$ cat config.mk
export PLATFORM = sky130hd
export DESIGN_NAME = instr_issue_queue
export DESIGN_NICKNAME = d
export VERILOG_FILES = /design/src/rtl/instr_issue_queue.sv
export SDC_FILE = /design/constraint.sdc
export NUM_CORES = 1
export LEC_CHECK = 0
export ABC_CLOCK_PERIOD_IN_PS = 8170
export CAP_MARGIN = 15
export CORE_UTILIZATION = 51
export DETAILED_ROUTE_END_ITERATION = 16
export PLACE_DENSITY = 0.68
export SETUP_SLACK_MARGIN = 0.05
export SYNTH_ARGS = -nofsm -noshare
export SYNTH_HDL_FRONTEND = slang
export SYNTH_SLANG_ARGS = --single-unit
$ cat constraint.sdc
create_clock -name clk -period 8.17 [get_ports clk]
set_input_delay 1.634 -clock clk [delete_from_list [all_inputs] [get_ports clk]]
set_output_delay 1.634 -clock clk [all_outputs]
set_load 0.01 [all_outputs]
$ cat src/rtl/instr_issue_queue.sv
// Instruction issue queue: buffers host instructions in a FIFO and feeds the controller
// one registered instruction per clock, inserting blanks after streaming ops (MAC / send weights).
module instr_issue_queue #(
  parameter  int DEPTH      = 16,
  parameter  int STREAM_LEN = 8,
  localparam int PTR_W      = $clog2(DEPTH)
) (
  input  logic             clk,
  input  logic             rst_n,
  input  logic [63:0]      host_instr,
  input  logic             host_valid,
  output logic             host_ready,
  input  logic             stall,
  input  logic             flush,
  output logic [63:0]      instruction,
  output logic [PTR_W:0]   q_count,
  output logic             busy
);

  // Handshake: a word transfers on a rising edge where host_valid && host_ready.
  // Opcode 00000 completes the handshake but is never stored.

  localparam int             CNT_W    = $clog2(STREAM_LEN + 1);
  localparam logic [PTR_W:0] FULL_CNT = (PTR_W+1)'(DEPTH);
  localparam logic [4:0]     OP_NONE  = 5'b00000;
  localparam logic [4:0]     OP_MAC   = 5'b00001;
  localparam logic [4:0]     OP_SEND  = 5'b00010;

  typedef enum logic {ST_RUN, ST_HOLD} state_t;

  logic [63:0]      mem [DEPTH];
  logic [PTR_W-1:0] wr_ptr;
  logic [PTR_W-1:0] rd_ptr;
  state_t           state;
  state_t           state_nxt;
  logic [CNT_W-1:0] hold_cnt;
  logic [CNT_W-1:0] hold_nxt;
  logic [63:0]      instr_nxt;
  logic [63:0]      head;
  logic             pop;
  logic             store;

  assign host_ready = rst_n && !flush && (q_count != FULL_CNT);
  assign store      = host_valid && host_ready && (host_instr[63:59] != OP_NONE);
  assign busy       = (q_count != '0) || (state == ST_HOLD);
  assign head       = mem[rd_ptr];

  always_comb begin
    state_nxt = state;
    hold_nxt  = hold_cnt;
    instr_nxt = '0;
    pop       = 1'b0;
    case (state)
      ST_RUN: begin
        if (!stall && (q_count != '0)) begin
          pop       = 1'b1;
          instr_nxt = head;
          if ((head[63:59] == OP_MAC) || (head[63:59] == OP_SEND)) begin
            state_nxt = ST_HOLD;
            hold_nxt  = CNT_W'(STREAM_LEN);
          end
        end
      end
      ST_HOLD: begin
        // The streaming op just issued owns the controller for STREAM_LEN blank cycles.
        hold_nxt = hold_cnt - CNT_W'(1);
        if (hold_cnt == CNT_W'(1)) state_nxt = ST_RUN;
      end
      default: state_nxt = ST_RUN;
    endcase
  end

  always_ff @(posedge clk) begin
    if (!rst_n || flush) begin
      wr_ptr      <= '0;
      rd_ptr      <= '0;
      q_count     <= '0;
      instruction <= '0;
      state       <= ST_RUN;
      hold_cnt    <= '0;
    end else begin
      if (store) wr_ptr <= wr_ptr + PTR_W'(1);
      if (pop)   rd_ptr <= rd_ptr + PTR_W'(1);
      q_count     <= q_count + (PTR_W+1)'(store) - (PTR_W+1)'(pop);
      instruction <= instr_nxt;
      state       <= state_nxt;
      hold_cnt    <= hold_nxt;
    end
  end

  // Storage needs no reset; only entries between rd_ptr and wr_ptr are ever read.
  always_ff @(posedge clk) begin
    if (store) mem[wr_ptr] <= host_instr;
  end

endmodule

After elaboration in Yosys (flattened, before gate mapping):

Memories as Yosys holds them, arrays and structs flattened. A register that Yosys moved wholly into a read port is not among the register bits.
Index checks and enable logic that the tools add are counted.

* memory bits (writable): 1024
* output and inout port bits: 71
* bits in registers: 82
* logic and storage cells: 48
* memories: 1
* input port bits: 69

* bitwise logic cells: 2
* reductions and logical operators: 15
* equal/unequal tests: 6
* add/sub/neg operators: 5
* multiplexer cells: 13

Memory list
* mem: words 16, bits a word 64, rd ports 1, clocked after memory_dff 1, write ports 1, RTL line 31 `logic [63:0] mem [DEPTH];`

Operators by type and width (count)
* 2-to-1 mux 4 bit: 4
* nonzero test 5 bit: 2
* adder 4 x 1 -> 4 bit (second input constant): 2
* one-hot mux 4 bit (2 select lines): 1
* 2-to-1 mux 1 bit: 7
* adder 5 x 1 -> 5 bit: 1
* == test 5 x 1 -> 1 bit (second input constant): 1
* == test 5 x 2 -> 1 bit (second input constant): 1
* logical AND 1 bit: 5
* inequality test 5 bit (second input constant): 1
* subtractor 5 x 1 -> 5 bit: 1
* == test 4 x 1 -> 1 bit (second input constant): 1
* inequality test 2 bit (second input constant): 2
* subtractor 4 x 1 -> 4 bit (second input constant): 1
* logical NOT 1 bit: 3
* logical OR 1 bit: 3
* OR reduction 3 bit: 1
* NOT 1 bit: 2
* one-hot mux 1 bit (2 select lines): 1
* AND reduction 2 bit: 1

Logic depth before layout (Yosys ltp):

* word-level depth: 7
* depth in mapped cells: 17
* depth with buffers taken out: 16

Least setup slack after synthesis:

OpenSTA, ideal clock, no wires.

* path type: input port to flip-flop
* start point: input port flush
* end point: memory mem[3][0], enable pin
* stages: 6
* buffers on the path: 1
* library setup time: 0.565 ns
* arrival time: 7.063 ns
* setup slack: 0.543 ns
* required time: 7.605 ns
* path through: nand2b_1 -> a31oi_1 -> o311a_1 -> clkbuf_1 -> nand2_1 -> nor3_1

* word-level cells in the longest chain between the ends: 7

RTL lines
* from (decl): RTL line 14 `input logic flush,`
* logical NOT 1 bit: RTL line 43 `assign host_ready = rst_n && !flush && (q_count != FULL_CNT);`
* logical AND 1 bit (2 in series): RTL line 43
* named net host_ready: RTL line 12 `output logic host_ready,`
* logical AND 1 bit (2 in series): RTL line 44 `assign store = host_valid && host_ready && (host_instr[63:59] != OP_NONE);`
* 2-to-1 mux 1 bit: RTL line 93 `if (store) mem[wr_ptr] <= host_instr;`
* 2-to-1 mux 1 bit (implied by the code): RTL line 93
* to (decl): RTL line 31

The timed path passes the listed nets, and every way through them passes these cells.

Worst setup path after layout:

* start point: input port flush
* end point: output port host_ready

* word-level cells in the longest chain between the ends: 3

RTL lines (RTL line)
* logical NOT 1 bit: 43
* logical AND 1 bit (2 in series): 43
* to (decl): 12

No other way between the ends.

==> impl_metrics.json <==
{
  "report.final.slew_viol_count": 0,
  "synthToLayoutAreaGrowth_pct": 15.29,
  "dpl.hpwl_um": 47220,
  "dieArea_um2": 82050,
  "antenna_cells": 0,
  "insertion_delay_ns": 0.67,
  "synth_warnings": 0,
  "final_area_um2": 47580,
  "finish.utilization": 0.5983,
  "numCtsBuffers": 108,
  "tightest_slew_ns": 1.164,
  "die-width_um": 286.5,
  "hold-path-endpoint": "hold_cnt[3]",
  "grt_pass1_vias": 19495,
  "leakage_nw": 14.65,
  "gr-total-overflow": 0,
  "p_per_area_nw_per_um2": 254.2,
  "tns_ns": 0,
  "path_cells": "clkdlybuf4s50_1, nand2b_1, buf_4, a31oi_1, clkdlybuf4s50_1",
  "post-route-drc-count": 0,
  "cp_max_fo": 20,
  "grt_max_degree": 157,
  "worst_r2r_path_depth": 7,
  "drt-wirelength-per-cell_um": 28.36,
  "place.gp.congestion": 0.7362,
  "status": "finished clean",
  "clockBufferDepth": 3,
  "viasPerCell": 6.035,
  "post-route-period-util": 0.6539,
  "crit_path_start_kind": "input pin",
  "cpLargestDelayFamily": "buffers and inverters",
  "hold_viol_final": 0,
  "cp_slowest_cell": "clkdlybuf4s50_1",
  "die_h_um": 286.5,
  "cp_common_cell": "clkdlybuf4s50_1",
  "ant_nets": 0,
  "synth_area_um2": 41270,
  "syn_inst": 1717,
  "fin_crit_ns": 5.343,
  "holdCritPathClass": "flip-flop to flip-flop",
  "cts_root_buffer": "clkbuf_16",
  "nets": 1993,
  "whs_path_depth": 1,
  "initialDrtViolationCount": 2029,
  "synth.distinct_cells": 44,
  "skew_ns": 0.02128,
  "drive_gt1_frac": 0.2646,
  "cts_sinks": 1110,
  "cts_tree": "done",
  "min_from": "hold_cnt[3]",
  "worstPathArrival_ns": 3.71,
  "placed_area_um2": 44030,
  "synth.avg_cell_area_um2": 24.03,
  "grt_first_pass_wirelength_um": 130400,
  "htree_levels": 3,
  "io_pins": 140,
  "syn_nets": 1800,
  "core_region_area_um2": 79520,
  "synth-seq-cells": 1110,
  "cts-hold-fix-buffers": 0,
  "worst-path-buf-inv": 3,
  "relSlewSlack": 0.2219,
  "crit_path_end_kind": "primary output",
  "setup_viol": 0,
  "peakVddDrop_mv": 0.1977,
  "fill_cells": 5368,
  "r2r-start": "q_count[2]",
  "antenna_found_initial": 5,
  "critPathMaxStageDelay_ns": 0.66,
  "cts_resized": 0,
  "timing.rr.end": "mem[11][35]",
  "initial_core_util": 0.5190,
  "track_usage": 0.2188,
  "r2r_slack_ns": 4.18,
  "vias": 18425,
  "cap_violations": 0,
  "cp.required_ns": 6.54,
  "cts_setup_buffers": 0,
  "ys_seq_area_frac": 0.7869,
  "rsz0062_at_grt": "no",
  "rows": 103,
  "fmax_mhz": 187.2,
  "dr.pass1.iters": 6,
  "clk_transition_reported_paths_ns": 0.06,
  "port-buffer-count": 139,
  "wl_um": 86590,
  "critical_path_class": "input pin to primary output"
}
==> flip-flops by register name (all words and copies together), names as in the netlist, named ones only <==
signal       flops
state            1
hold_cnt         4
mem           1024
q_count          5
wr_ptr           4
instruction     64
rd_ptr           4
==> worst max-delay path by stage <==
stage          start  depth (start not counted)  slack, ns     endpoint
3_5_place_dp   flush                          8       2.39   mem[9][46]
2_1_floorplan  flush                          6       0.54    mem[3][0]
3_3_place_gp   flush                          8       2.55  mem[11][46]
4_1_cts        flush                          5       2.88   host_ready
5_1_grt        flush                          5       2.78   host_ready
6_report       flush                          5       2.83   host_ready
==> stage by stage <==
stage / hold WS, ns / setup slack (ns) / std cells / power [mW]
2_1_floorplan: 0.4653 / 0.5427 / 1717 / 7.054
3_3_place_gp: 0.4749 / 2.548 / 2847 / 7.423
3_5_place_dp: 0.5034 / 2.393 / 2847 / 7.432
4_1_cts: 0.5164 / 2.882 / 3050 / 12.21
5_1_grt: 0.5456 / 2.784 / 3053 / 12.48
6_report: 0.5111 / 2.827 / 3053 / 12.10
==> cells in the mapped netlist (all sizes together) <==
cell type,count,area (um2)
a21o,1,7.510
a21oi,3,15.01
a22oi,5,42.54
a31oi,1,6.260
a41oi,1,8.760
and2,1,6.260
and3,65,406.6
buf,34,216.5
clkbuf,57,214.0
dfxtp,86,1722
edfxtp,1024,30750
fa,1,20.02
ha,13,162.7
inv,15,56.30
mux2i,2,20.02
mux4,315,7109
nand2,13,48.80
nand2b,3,18.77
nand3,12,60.06
nand4,2,12.51
nor2,30,112.6
nor2b,3,18.77
nor3,6,35.03
nor4,2,12.51
nor4b,1,8.760
o21a,1,7.510
o21ai,1,5.000
o22ai,1,6.260
o311a,1,10.01
o31a,1,8.760
o32ai,1,8.760
o41ai,1,8.760
or2,1,6.260
or3,2,17.52
xnor2,5,43.79
xor2,6,52.55
==> metal layers <==
| metal | part of all wire | vias up | GRT usage | wire (um) |
|---|---|---|---|---|
| met2 | 0.49 | 700 | 0.3464 | 42270 |
| met1 | 0.42 | 9897 | 0.3193 | 36630 |
| met5 | 0.0011 | - | 0.004651 | 93 |
| met4 | 0.019 | 8 | 0.05254 | 1645 |
| li1 | - | 7696 | - | - |
| met3 | 0.069 | 124 | 0.04006 | 5953 |
==> power breakdown <==
group          switching (mW)  internal (mW)
clock                    2.04           2.77
combinational           0.496          0.490
sequential             0.0484           6.25
==> cell type report <==
class                           instances  area (um2)  share of cell area
Inverter                               15       56.30            0.001183
Multi-Input combinational cell        501        8433              0.1773
Clock buffer                          154        3069             0.06451
Clock inverter                         49       391.6            0.008231
Sequential cell                      1110       32490              0.6828
Timing Repair Buffer                  174        1827             0.03840
Tap cell                             1050        1314             0.02761
==> cell families after synthesis <==
family	Yosys count	share of synthesized area
buf+inv	106	0.01179
xor+xnor	11	0.002335
flops	1110	0.7869
compound gates	18	0.003275
simple gates	141	0.01853
fa+ha+maj	14	0.004427
mux	317	0.1728
==> cells in the final DEF (no fill, tap or decap), types with 4 or more instances in the layout <==
master,n
inv_1,15
dfxtp_1,82
nand2_1,13
nor3_2,5
nor2_4,13
a22oi_1,4
clkinv_1,15
nand3_1,12
clkbuf_8,13
xor2_1,6
bufinv_16,5
xnor2_1,5
clkbuf_16,111
mux4_2,311
clkbuf_1,30
dfxtp_4,4
edfxtp_1,1024
clkdlybuf4s50_1,139
clkinvlp_4,4
buf_4,23
nor2_1,17
buf_12,9
clkinv_2,21
mux4_1,4
and3_1,65
ha_1,13
Note: power is estimated with default switching activity, not from simulation.
